## config.mk

```make
export PLATFORM = sky130hd
export DESIGN_NAME = firebird7_in_gate1_tessent_data_mux_seq
export DESIGN_NICKNAME = d
export VERILOG_FILES = /design/src/rtl/firebird7_in_gate1_tessent_data_mux_pkg.sv /design/src/rtl/firebird7_in_gate1_tessent_data_mux_chsel.sv /design/src/rtl/firebird7_in_gate1_tessent_data_mux_seq.sv
export SDC_FILE = /design/constraint.sdc
export NUM_CORES = 1
export LEC_CHECK = 0
export ABC_CLOCK_PERIOD_IN_PS = 2900
export CORE_ASPECT_RATIO = 0.9
export CORE_UTILIZATION = 50
export DETAILED_ROUTE_END_ITERATION = 8
export DONT_BUFFER_PORTS = 1
export PLACE_DENSITY = 0.7
export SLEW_MARGIN = 20
export SYNTH_ARGS = -nofsm -noshare
export SYNTH_HDL_FRONTEND = slang
export SYNTH_SLANG_ARGS = --single-unit
```

## constraint.sdc

```tcl
create_clock -name ijtag_tck -period 2.9 [get_ports ijtag_tck]
set_clock_uncertainty 0.05 [all_clocks]
set_input_delay 0.725 -clock ijtag_tck [delete_from_list [all_inputs] [get_ports ijtag_tck]]
set_output_delay 0.725 -clock ijtag_tck [all_outputs]
set_load 0.03 [all_outputs]
```

## src/rtl/firebird7_in_gate1_tessent_data_mux_pkg.sv

```systemverilog
// Shared types and helpers for the registered IJTAG/functional data mux.
package firebird7_in_gate1_tessent_data_mux_pkg;

  typedef enum logic [1:0] {
    SRC_FUNC  = 2'b00,
    SRC_SAFE  = 2'b01,
    SRC_IJTAG = 2'b10
  } src_e;

  // Out-of-range channel requests fall back to channel 0.
  function automatic int unsigned ch_remap(input int unsigned sel, input int unsigned num_ch);
    return (sel >= num_ch) ? 0 : sel;
  endfunction

endpackage

```

## src/rtl/firebird7_in_gate1_tessent_data_mux_chsel.sv

```systemverilog
// Combinational channel select plus per-bit IJTAG/functional merge.
module firebird7_in_gate1_tessent_data_mux_chsel #(
  parameter int unsigned WIDTH  = 19,
  parameter int unsigned NUM_CH = 2,
  parameter int unsigned CH_W   = (NUM_CH > 1) ? $clog2(NUM_CH) : 1
) (
  input  logic [NUM_CH*WIDTH-1:0] i_data,
  input  logic [CH_W-1:0]         i_ch,
  input  logic [WIDTH-1:0]        i_func,
  input  logic [WIDTH-1:0]        i_mask,
  output logic [WIDTH-1:0]        o_data
);

  logic [WIDTH-1:0] w_ch_data;

  always_comb begin
    w_ch_data = '0;
    for (int k = 0; k < NUM_CH; k++) begin
      if (i_ch == CH_W'(k)) w_ch_data = i_data[k*WIDTH +: WIDTH];
    end
  end

  assign o_data = (w_ch_data & i_mask) | (i_func & ~i_mask);

endmodule

```

## src/rtl/firebird7_in_gate1_tessent_data_mux_seq.sv

```systemverilog
// Registered functional/IJTAG data mux with a safe-value phase on every source change.
module firebird7_in_gate1_tessent_data_mux_seq
  import firebird7_in_gate1_tessent_data_mux_pkg::*;
#(
  parameter int unsigned      WIDTH       = 19,
  parameter int unsigned      NUM_CH      = 2,
  parameter int unsigned      SAFE_CYCLES = 2,
  parameter logic [WIDTH-1:0] SAFE_VALUE  = '0,
  parameter int unsigned      CH_W        = (NUM_CH > 1) ? $clog2(NUM_CH) : 1
) (
  input  logic                    ijtag_tck,
  input  logic                    ijtag_reset,
  input  logic                    ijtag_select,
  input  logic [CH_W-1:0]         ijtag_ch_sel,
  input  logic [WIDTH-1:0]        functional_data_in,
  input  logic [NUM_CH*WIDTH-1:0] ijtag_data_in,
  input  logic [WIDTH-1:0]        ijtag_bit_mask,
  input  logic                    capture_en,
  output logic [WIDTH-1:0]        data_out,
  output logic [WIDTH-1:0]        captured_data,
  output logic                    switch_busy,
  output logic [1:0]              active_src,
  output logic [CH_W-1:0]         active_ch
);

  localparam int unsigned CNT_W = (SAFE_CYCLES > 1) ? $clog2(SAFE_CYCLES) : 1;
  localparam logic [CNT_W-1:0] CntLoad = (SAFE_CYCLES > 0) ? CNT_W'(SAFE_CYCLES - 1) : '0;

  src_e             r_state, w_state_d;
  logic [CNT_W-1:0] r_cnt, w_cnt_d;
  logic             r_pend_ijtag, w_pend_ijtag_d;
  logic [CH_W-1:0]  r_pend_ch, w_pend_ch_d;
  logic [CH_W-1:0]  r_active_ch, w_active_ch_d;
  logic [WIDTH-1:0] r_data, w_data_d;
  logic [WIDTH-1:0] r_captured;
  logic [CH_W-1:0]  w_tgt_ch;
  logic [WIDTH-1:0] w_merged;
  logic             w_mismatch;

  assign w_tgt_ch = CH_W'(ch_remap({{(32-CH_W){1'b0}}, ijtag_ch_sel}, NUM_CH));

  // Only a pending IJTAG target cares about the channel.
  assign w_mismatch = (r_pend_ijtag != ijtag_select) ||
                      (ijtag_select && (r_pend_ch != w_tgt_ch));

  always_comb begin
    w_state_d      = r_state;
    w_cnt_d        = r_cnt;
    w_pend_ijtag_d = r_pend_ijtag;
    w_pend_ch_d    = r_pend_ch;
    w_active_ch_d  = r_active_ch;
    unique case (r_state)
      SRC_FUNC: begin
        if (ijtag_select) begin
          if (SAFE_CYCLES > 0) begin
            w_state_d      = SRC_SAFE;
            w_cnt_d        = CntLoad;
            w_pend_ijtag_d = 1'b1;
            w_pend_ch_d    = w_tgt_ch;
          end else begin
            w_state_d     = SRC_IJTAG;
            w_active_ch_d = w_tgt_ch;
          end
        end
      end
      SRC_SAFE: begin
        if (w_mismatch) begin
          w_cnt_d        = CntLoad;
          w_pend_ijtag_d = ijtag_select;
          w_pend_ch_d    = w_tgt_ch;
        end else if (r_cnt == '0) begin
          if (r_pend_ijtag) begin
            w_state_d     = SRC_IJTAG;
            w_active_ch_d = r_pend_ch;
          end else begin
            w_state_d = SRC_FUNC;
          end
        end else begin
          w_cnt_d = r_cnt - CNT_W'(1);
        end
      end
      SRC_IJTAG: begin
        if (!ijtag_select || (w_tgt_ch != r_active_ch)) begin
          if (SAFE_CYCLES > 0) begin
            w_state_d      = SRC_SAFE;
            w_cnt_d        = CntLoad;
            w_pend_ijtag_d = ijtag_select;
            w_pend_ch_d    = w_tgt_ch;
          end else if (ijtag_select) begin
            w_active_ch_d = w_tgt_ch;
          end else begin
            w_state_d = SRC_FUNC;
          end
        end
      end
      default: w_state_d = SRC_FUNC;
    endcase
  end

  firebird7_in_gate1_tessent_data_mux_chsel #(
    .WIDTH  (WIDTH),
    .NUM_CH (NUM_CH),
    .CH_W   (CH_W)
  ) u_chsel (
    .i_data (ijtag_data_in),
    .i_ch   (w_active_ch_d),
    .i_func (functional_data_in),
    .i_mask (ijtag_bit_mask),
    .o_data (w_merged)
  );

  // Output word follows the state being entered, so a switch shows up one cycle after sampling.
  always_comb begin
    w_data_d = functional_data_in;
    case (w_state_d)
      SRC_SAFE:  w_data_d = SAFE_VALUE;
      SRC_IJTAG: w_data_d = w_merged;
      default:   w_data_d = functional_data_in;
    endcase
  end

  always_ff @(posedge ijtag_tck or posedge ijtag_reset) begin
    if (ijtag_reset) begin
      r_state      <= SRC_FUNC;
      r_cnt        <= '0;
      r_pend_ijtag <= 1'b0;
      r_pend_ch    <= '0;
      r_active_ch  <= '0;
      r_data       <= SAFE_VALUE;
      r_captured   <= '0;
    end else begin
      r_state      <= w_state_d;
      r_cnt        <= w_cnt_d;
      r_pend_ijtag <= w_pend_ijtag_d;
      r_pend_ch    <= w_pend_ch_d;
      r_active_ch  <= w_active_ch_d;
      r_data       <= w_data_d;
      if (capture_en) r_captured <= functional_data_in;
    end
  end

  assign data_out      = r_data;
  assign captured_data = r_captured;
  assign switch_busy   = (r_state == SRC_SAFE);
  assign active_src    = r_state;
  assign active_ch     = r_active_ch;

endmodule
```

Word level (Yosys, flattened, before mapping). Index checks and enable logic that the tools add are counted.

Flip-flop bits (word level): 44. Bits of input ports: 81. Word-level logic and storage cells: 54.

Mux-type cells: 24. Equal/unequal tests: 10. Reduce and logical (&&, ||, !) cells: 8. Bitwise operators: 4. Add/sub/neg operators: 1.

Operators by type and width (count): 19-bit bitwise AND (2); 19-bit one-hot mux with 2 select lines (1); 19-bit 2-to-1 mux (1); 19-bit NOT (1); 19-bit OR (1); 1-bit 2-to-1 mux (13); 2-bit 2-to-1 mux (5); 1-bit one-hot mux with 3 select lines (3); 2-bit one-hot mux with 3 select lines (1); 2-bit by 1-bit == test with 1-bit output, second input constant (2); 2-bit == test, second input constant (2); 2-bit != test, second input constant (2); 4-bit AND reduction (1); 1-bit != test (3); 3-bit AND reduction (1); 3-bit nonzero test (1); 2-bit logical NOT (1); 1-bit logical OR (2); 2-bit by 1-bit != test with 1-bit output, second input constant (1); 1-bit logical AND (1); 1-bit logical NOT (1); 1-bit subtractor, second input constant (1).

Logic depth before layout (Yosys ltp). Gate-level depths: netlist (run 1).

Depth after elaboration: 9. Mapped depth: 12. Depth with buffers taken out: 11.

Hierarchy. A second synthesis (run 1) with hierarchy kept.

Cell total of the unflattened synthesis: 190. Area total of the unflattened synthesis: 2188.3 µm².

By module, submodules not included: firebird7_in_gate1_tessent_data_mux_seq (times used 1, seq. area each 1101.1 µm², area an instance 1800.5 µm², cells each 131); firebird7_in_gate1_tessent_data_mux_chsel (times used 1, seq. area each 0.0 µm², area an instance 387.9 µm², cells each 59).

Worst setup path before layout (run 1). No wires, ideal clock.

Path kind: input to register. Start: input ijtag_select. End: register r_data[0] (netlist: data_out[0]). Library setup time: 90 ps. Stages: 10. Setup slack: -146 ps. Arrival: 2906 ps. Required time: 2760 ps. Path through: buf_2 > or2_2 > a2111oi_0 > or4_1 > ha_1 > nand2b_1 > a211oi_2 > buf_2 > a31oi_1 > o221ai_1.

Cells in the longest elaborated chain, start to end: 8. Elaborated cells on any way between the ends: 17.

RTL lines: from (decl) (line firebird7_in_gate1_tessent_data_mux_seq.sv:13) `input logic ijtag_select,`; 1-bit != test / 1-bit logical AND (equally long branches) (line firebird7_in_gate1_tessent_data_mux_seq.sv:43, firebird7_in_gate1_tessent_data_mux_seq.sv:44); 1-bit logical OR (line firebird7_in_gate1_tessent_data_mux_seq.sv:43) `assign w_mismatch = (r_pend_ijtag != ijtag_select) ||`; 1-bit 2-to-1 mux (line firebird7_in_gate1_tessent_data_mux_seq.sv:67) `if (w_mismatch) begin`; 1-bit 2-to-1 mux; 19-bit 2-to-1 mux (line firebird7_in_gate1_tessent_data_mux_chsel.sv:19) `if (i_ch == CH_W'(k)) w_ch_data = i_data[k*WIDTH +: WIDTH];`; 19-bit bitwise AND (line firebird7_in_gate1_tessent_data_mux_chsel.sv:23) `assign o_data = (w_ch_data & i_mask) | (i_func & ~i_mask);`; 19-bit OR (line firebird7_in_gate1_tessent_data_mux_chsel.sv:23); 19-bit one-hot mux with 2 select lines * (line firebird7_in_gate1_tessent_data_mux_seq.sv:115) `case (w_state_d)`; via w_data_d[0] (line firebird7_in_gate1_tessent_data_mux_seq.sv:34) `logic [WIDTH-1:0] r_data, w_data_d;`; to (signal assigned) (line firebird7_in_gate1_tessent_data_mux_seq.sv:137) `r_data <= w_data_d;`; to (decl) (line firebird7_in_gate1_tessent_data_mux_seq.sv:34).

Mark *: on every way through the listed nets, which the timed path passes. The rest lies on a longest branch. A chain may end at the register's enable or synchronous reset.

Worst setup path after layout (run 1).
Start: register r_state[0] (netlist: active_src[0]). End: register r_data[7] (netlist: data_out[7]).

Cells in the longest elaborated chain, start to end: 6. Elaborated cells on any way between the ends: 15.

RTL lines: from (decl) (line firebird7_in_gate1_tessent_data_mux_seq.sv:29) `src_e r_state, w_state_d;`; from (signal assigned) (line firebird7_in_gate1_tessent_data_mux_seq.sv:132) `r_state <= w_state_d;`; 2-bit by 1-bit == test with 1-bit output (line firebird7_in_gate1_tessent_data_mux_seq.sv:52) `unique case (r_state)`; 1-bit 2-to-1 mux; 19-bit 2-to-1 mux (line firebird7_in_gate1_tessent_data_mux_chsel.sv:19); 19-bit bitwise AND (line firebird7_in_gate1_tessent_data_mux_chsel.sv:23); 19-bit OR (line firebird7_in_gate1_tessent_data_mux_chsel.sv:23); 19-bit one-hot mux with 2 select lines * (line firebird7_in_gate1_tessent_data_mux_seq.sv:115); via w_data_d[7] (line firebird7_in_gate1_tessent_data_mux_seq.sv:34).

Marked as above.

==> impl_metrics.csv, run 1 <==
group,metric,value,unit
die,coreArea,4604,sq um
cts,cts_tree,"done",
routing,drtIter0Drc,75,
routing,via_count,2028,
synth,ys_seq_area_share,44.62,%
worst_setup_path,r2r-start,"active_src[0]",
synth,synthMuxAreaShare,10.34,%
power,p_leak,1.178,nW
routing,wl_per_cell,21.04,um
synth,ys_warn_count,0,
global_route,met1_usage,30.92,%
die,ioPinCount,123,
cells_and_area,fin_area,2783,sq um
worst_setup_path,critPathMaxStageDelay,0.46,ns
cells_and_area,layout_common_cells,"dfrtp_1, nand2_1, mux2_2, and3_1, a31oi_1",
synth,avgSynthCellArea,10.45,sq um
die,num_rows,23,
place,dpl.hpwl,4776,um
global_route,top_usage_layer,"met2",
worst_setup_path,cp.depth,11,
synth,synth_top_family_by_area,"compound AO/OA/AOI/OAI gates",
worst_setup_path,r2r_end,"data_out[7]",
place,post_dp_cell_area,2679,sq um
cts,numCtsBuffers,5,
timing,max_slew.worst_pin.slew,0.9270,ns
worst_setup_path,path_max_fanout,6,
synth,synthCells,236,
synth,synth.cell_area,2467,sq um
synth,synth-compound-area-share,21.75,%
cts,clk_pin_slew,0.09,ns
global_route,antenna_found_initial,0,
place,gp_congestion,0.8692,
timing,fin_crit_sh,94.45,%
cells_and_area,num_antenna_cells,0,
routing,wl,6542,um
cts,cts-htree-levels,2,
worst_setup_path,critPathCapture,"data_out[7]",
timing,fmax,365.1,MHz
cts,cts-hold-fix-buffers,0,
cells_and_area,nFillCells,406,
worst_setup_path,crit_path_start_kind,"flop",
run_status,run_status,"completed",
global_route,grt_max_degree,45,
routing,ant_nets,0,
worst_setup_path,crit_slowest_cell,"or4_1",
global_route,grt.total_usage,24.23,%
synth,synth_seq_cells,44,
worst_setup_path,r2r_cells,11,
cts,cts_num_sinks,44,
die,die_area,5220,sq um
cells_and_area,syn_to_final_growth,12.78,%
global_route,use_met2,40.57,%
cts,cts_max_path_buffers,2,
power,powerDensity,1037,nW/um^2
power,ir_drop,0.0006595,V
routing,drt_pass1_iterations,5,
cells_and_area,layout_commonest_cell,"dfrtp_1",
cts,root_buffer,"clkbuf_8",
cells_and_area,final_nets,335,
cells_and_area,layout-drive-gt1-share,23.29,%
timing,setup_violations,0,
global_route,grt_pass1_vias,2029,
worst_setup_path,cpLargestDelayFamily,"simple AND/OR/NAND/NOR gates",
die,die_h,68.64,um
job,max_cap_viol_count,0,
cts,cts_setup_buffers,0,
cells_and_area,postLayoutCoreUtil,60.43,%
routing,vias_per_cell,6.521,
worst_setup_path,crit_path_start,"active_src[0]",
synth,yosysUniqueCellTypes,38,
timing,min_period,2.739,ns
die,start_util,53.59,%
global_route,grt_pass1_wl,9770,um
timing,hold_violations,0,
worst_setup_path,cp_cell_sequence,"inv_1 -> ha_2 -> o21ai_0 -> and3_1 -> or4_1 -> ha_4 -> nand2b_4 -> a211oi_4 -> buf_4 -> a31oi_1 -> o221ai_1",
synth,syn_nets,322,
worst_setup_path,critPathBufInv,2,
cts,worstSkewPairLatency,0.29,ns
min_path,hold_class,"in -> async",
die,chipWidth,76.05,um
synth,synth_fa_ha_area_share,2.535,%
worst_setup_path,crit_type,"reg -> reg",
worst_setup_path,r2r_slack,0.16,ns
routing,drc,0,
global_route,grt_overflow_total,0,
global_route,grt_use_met3,8.026,%
worst_setup_path,crit_arrival,2.88,ns
timing,rsz0062_at_grt,"false",
place,io_buffers,0,
synth,synth_xor_xnor_area_share,1.014,%
synth,yosys.area_share.simple,16.84,%
timing,relSlewSlack,38.11,%
timing,final_max_slew_viol_count,0,
worst_setup_path,crit_path_end_kind,"flop",
worst_setup_path,worstPathRequired,3.04,ns
power breakdown:
part | switching (mW) | internal [mW]
Clock | 0.196 | 0.164
Sequential | 0.409 | 0.797
Combinational | 0.722 | 0.598
worst min-delay path by stage:
stage,startpoint,endpoint,slack (ns),depth (start not counted)
after global routing,functional_data_in[2],data_out[2],0.52,2
after global placement,r_cnt,r_cnt,0.57,2
after CTS,ijtag_reset,captured_data[3],0.50,1
after floorplan,r_cnt,r_cnt,0.52,2
after detailed placement,r_cnt,r_cnt,0.57,2
final,ijtag_reset,active_src[1],0.47,1
per-stage QoR:
stage / power [mW] / cells / worst slack [ns] / hold WS, ns / TNS [ns]
after CTS: 2.848 / 311 / 0.05323 / 0.4986 / 0
final: 2.886 / 311 / 0.1610 / 0.4671 / 0
after global routing: 3.038 / 311 / 0.006414 / 0.5163 / 0
after global placement: 2.462 / 304 / -0.03201 / 0.5651 / -0.2161
after floorplan: 2.083 / 236 / 0.002736 / 0.5158 / 0
after detailed placement: 2.479 / 304 / -0.1422 / 0.5703 / -1.824
cell usage after synthesis:
cell / instances / area, sq um
a2111oi_0: 1 / 8.760
and3_1: 19 / 118.9
or2_2: 1 / 6.260
a2bb2oi_1: 1 / 8.760
o221ai_1: 16 / 140.1
o2111ai_1: 3 / 26.28
dfrtp_1: 44 / 1101
inv_1: 5 / 18.77
xor2_1: 1 / 8.760
ha_1: 5 / 62.56
clkbuf_1: 8 / 30.03
a21bo_2: 1 / 10.01
xnor2_2: 1 / 16.27
nand2b_1: 2 / 12.51
o211ai_1: 3 / 22.52
a21boi_0: 1 / 7.510
mux2_4: 2 / 30.03
nand2_1: 21 / 78.83
nor2_1: 4 / 15.01
a211oi_2: 1 / 12.51
clkinv_1: 1 / 3.750
or4_1: 1 / 7.510
a31oi_1: 17 / 106.4
mux2_2: 20 / 225.2
and4b_1: 1 / 10.01
buf_1: 1 / 3.750
or3_4: 1 / 11.26
o2bb2ai_1: 1 / 8.760
nand3_1: 6 / 30.03
a21o_1: 1 / 7.510
a32oi_1: 16 / 140.1
nor3_1: 1 / 5.000
o21ai_0: 6 / 30.03
o21a_1: 1 / 7.510
buf_2: 3 / 15.01
nor3b_1: 1 / 7.510
nor2b_1: 17 / 106.4
nor4_1: 1 / 6.260
worst register-to-register path: cells and delay by family, from the launching register on:
family | cells | cell delay, ns
flip-flops | 1 | 0.38
AND/OR/NAND/NOR | 3 | 0.80
AO/OA/AOI/OAI | 4 | 0.62
adder cells (fa/ha/maj) | 2 | 0.50
buffers and inverters | 2 | 0.30
state kept, by name, indices dropped and copies added (netlist names):
register and flops:
active_src 2, data_out 19, captured_data 19, r_pend_ijtag 1, r_pend_ch 1, r_cnt 1
active_ch 1
timing repair:
item | CTS | global route
pin swaps | 0 | 0
gates resized for setup | 1 | 4
endpoints found under the setup margin | 2 | 16
layer usage:
| metal | part of all wire, % | wire (um) |
|---|---|---|
| met4 | 0.31 | 20 |
| met1 | 43 | 2831 |
| met2 | 47 | 3092 |
| met3 | 9.1 | 597 |
| met5 | 0 | 0 |
layout make-up:
cell class / count / area [sq um] / share of cell area (%)
clock buffers: 6 / 72.57 / 2.608
clock inverters: 1 / 5.005 / 0.1799
inverters: 6 / 22.52 / 0.8094
multi-input cells: 174 / 1353 / 48.61
flip-flops and latches: 44 / 1101 / 39.57
well taps: 62 / 77.57 / 2.788
repair buffers: 18 / 151.4 / 5.441
kinds of logic (layout without fill, tap and decap cells):
kind of cell | after synthesis | in the layout
flip-flops | 44 | 44
buffers and inverters | 18 | 31
AND/OR/NAND/NOR | 76 | 76
multiplexers | 22 | 22
adder cells (fa/ha/maj) | 5 | 5
XOR/XNOR | 2 | 2
AO/OA/AOI/OAI | 69 | 69
Power figures use the tool's default switching activity.
==> inputs of run 2 (changes only) <==
--- a/config.mk
+++ b/config.mk
@@ -11,7 +11,7 @@
 export DETAILED_ROUTE_END_ITERATION = 8
 export DONT_BUFFER_PORTS = 1
 export PLACE_DENSITY = 0.7
-export SLEW_MARGIN = 20
+export SLEW_MARGIN = 15
 export SYNTH_ARGS = -nofsm -noshare
 export SYNTH_HDL_FRONTEND = slang
 export SYNTH_SLANG_ARGS = --single-unit
==> results of run 2 <==
Same layout as run 1: the final DEF is identical, and so are final timing and power.
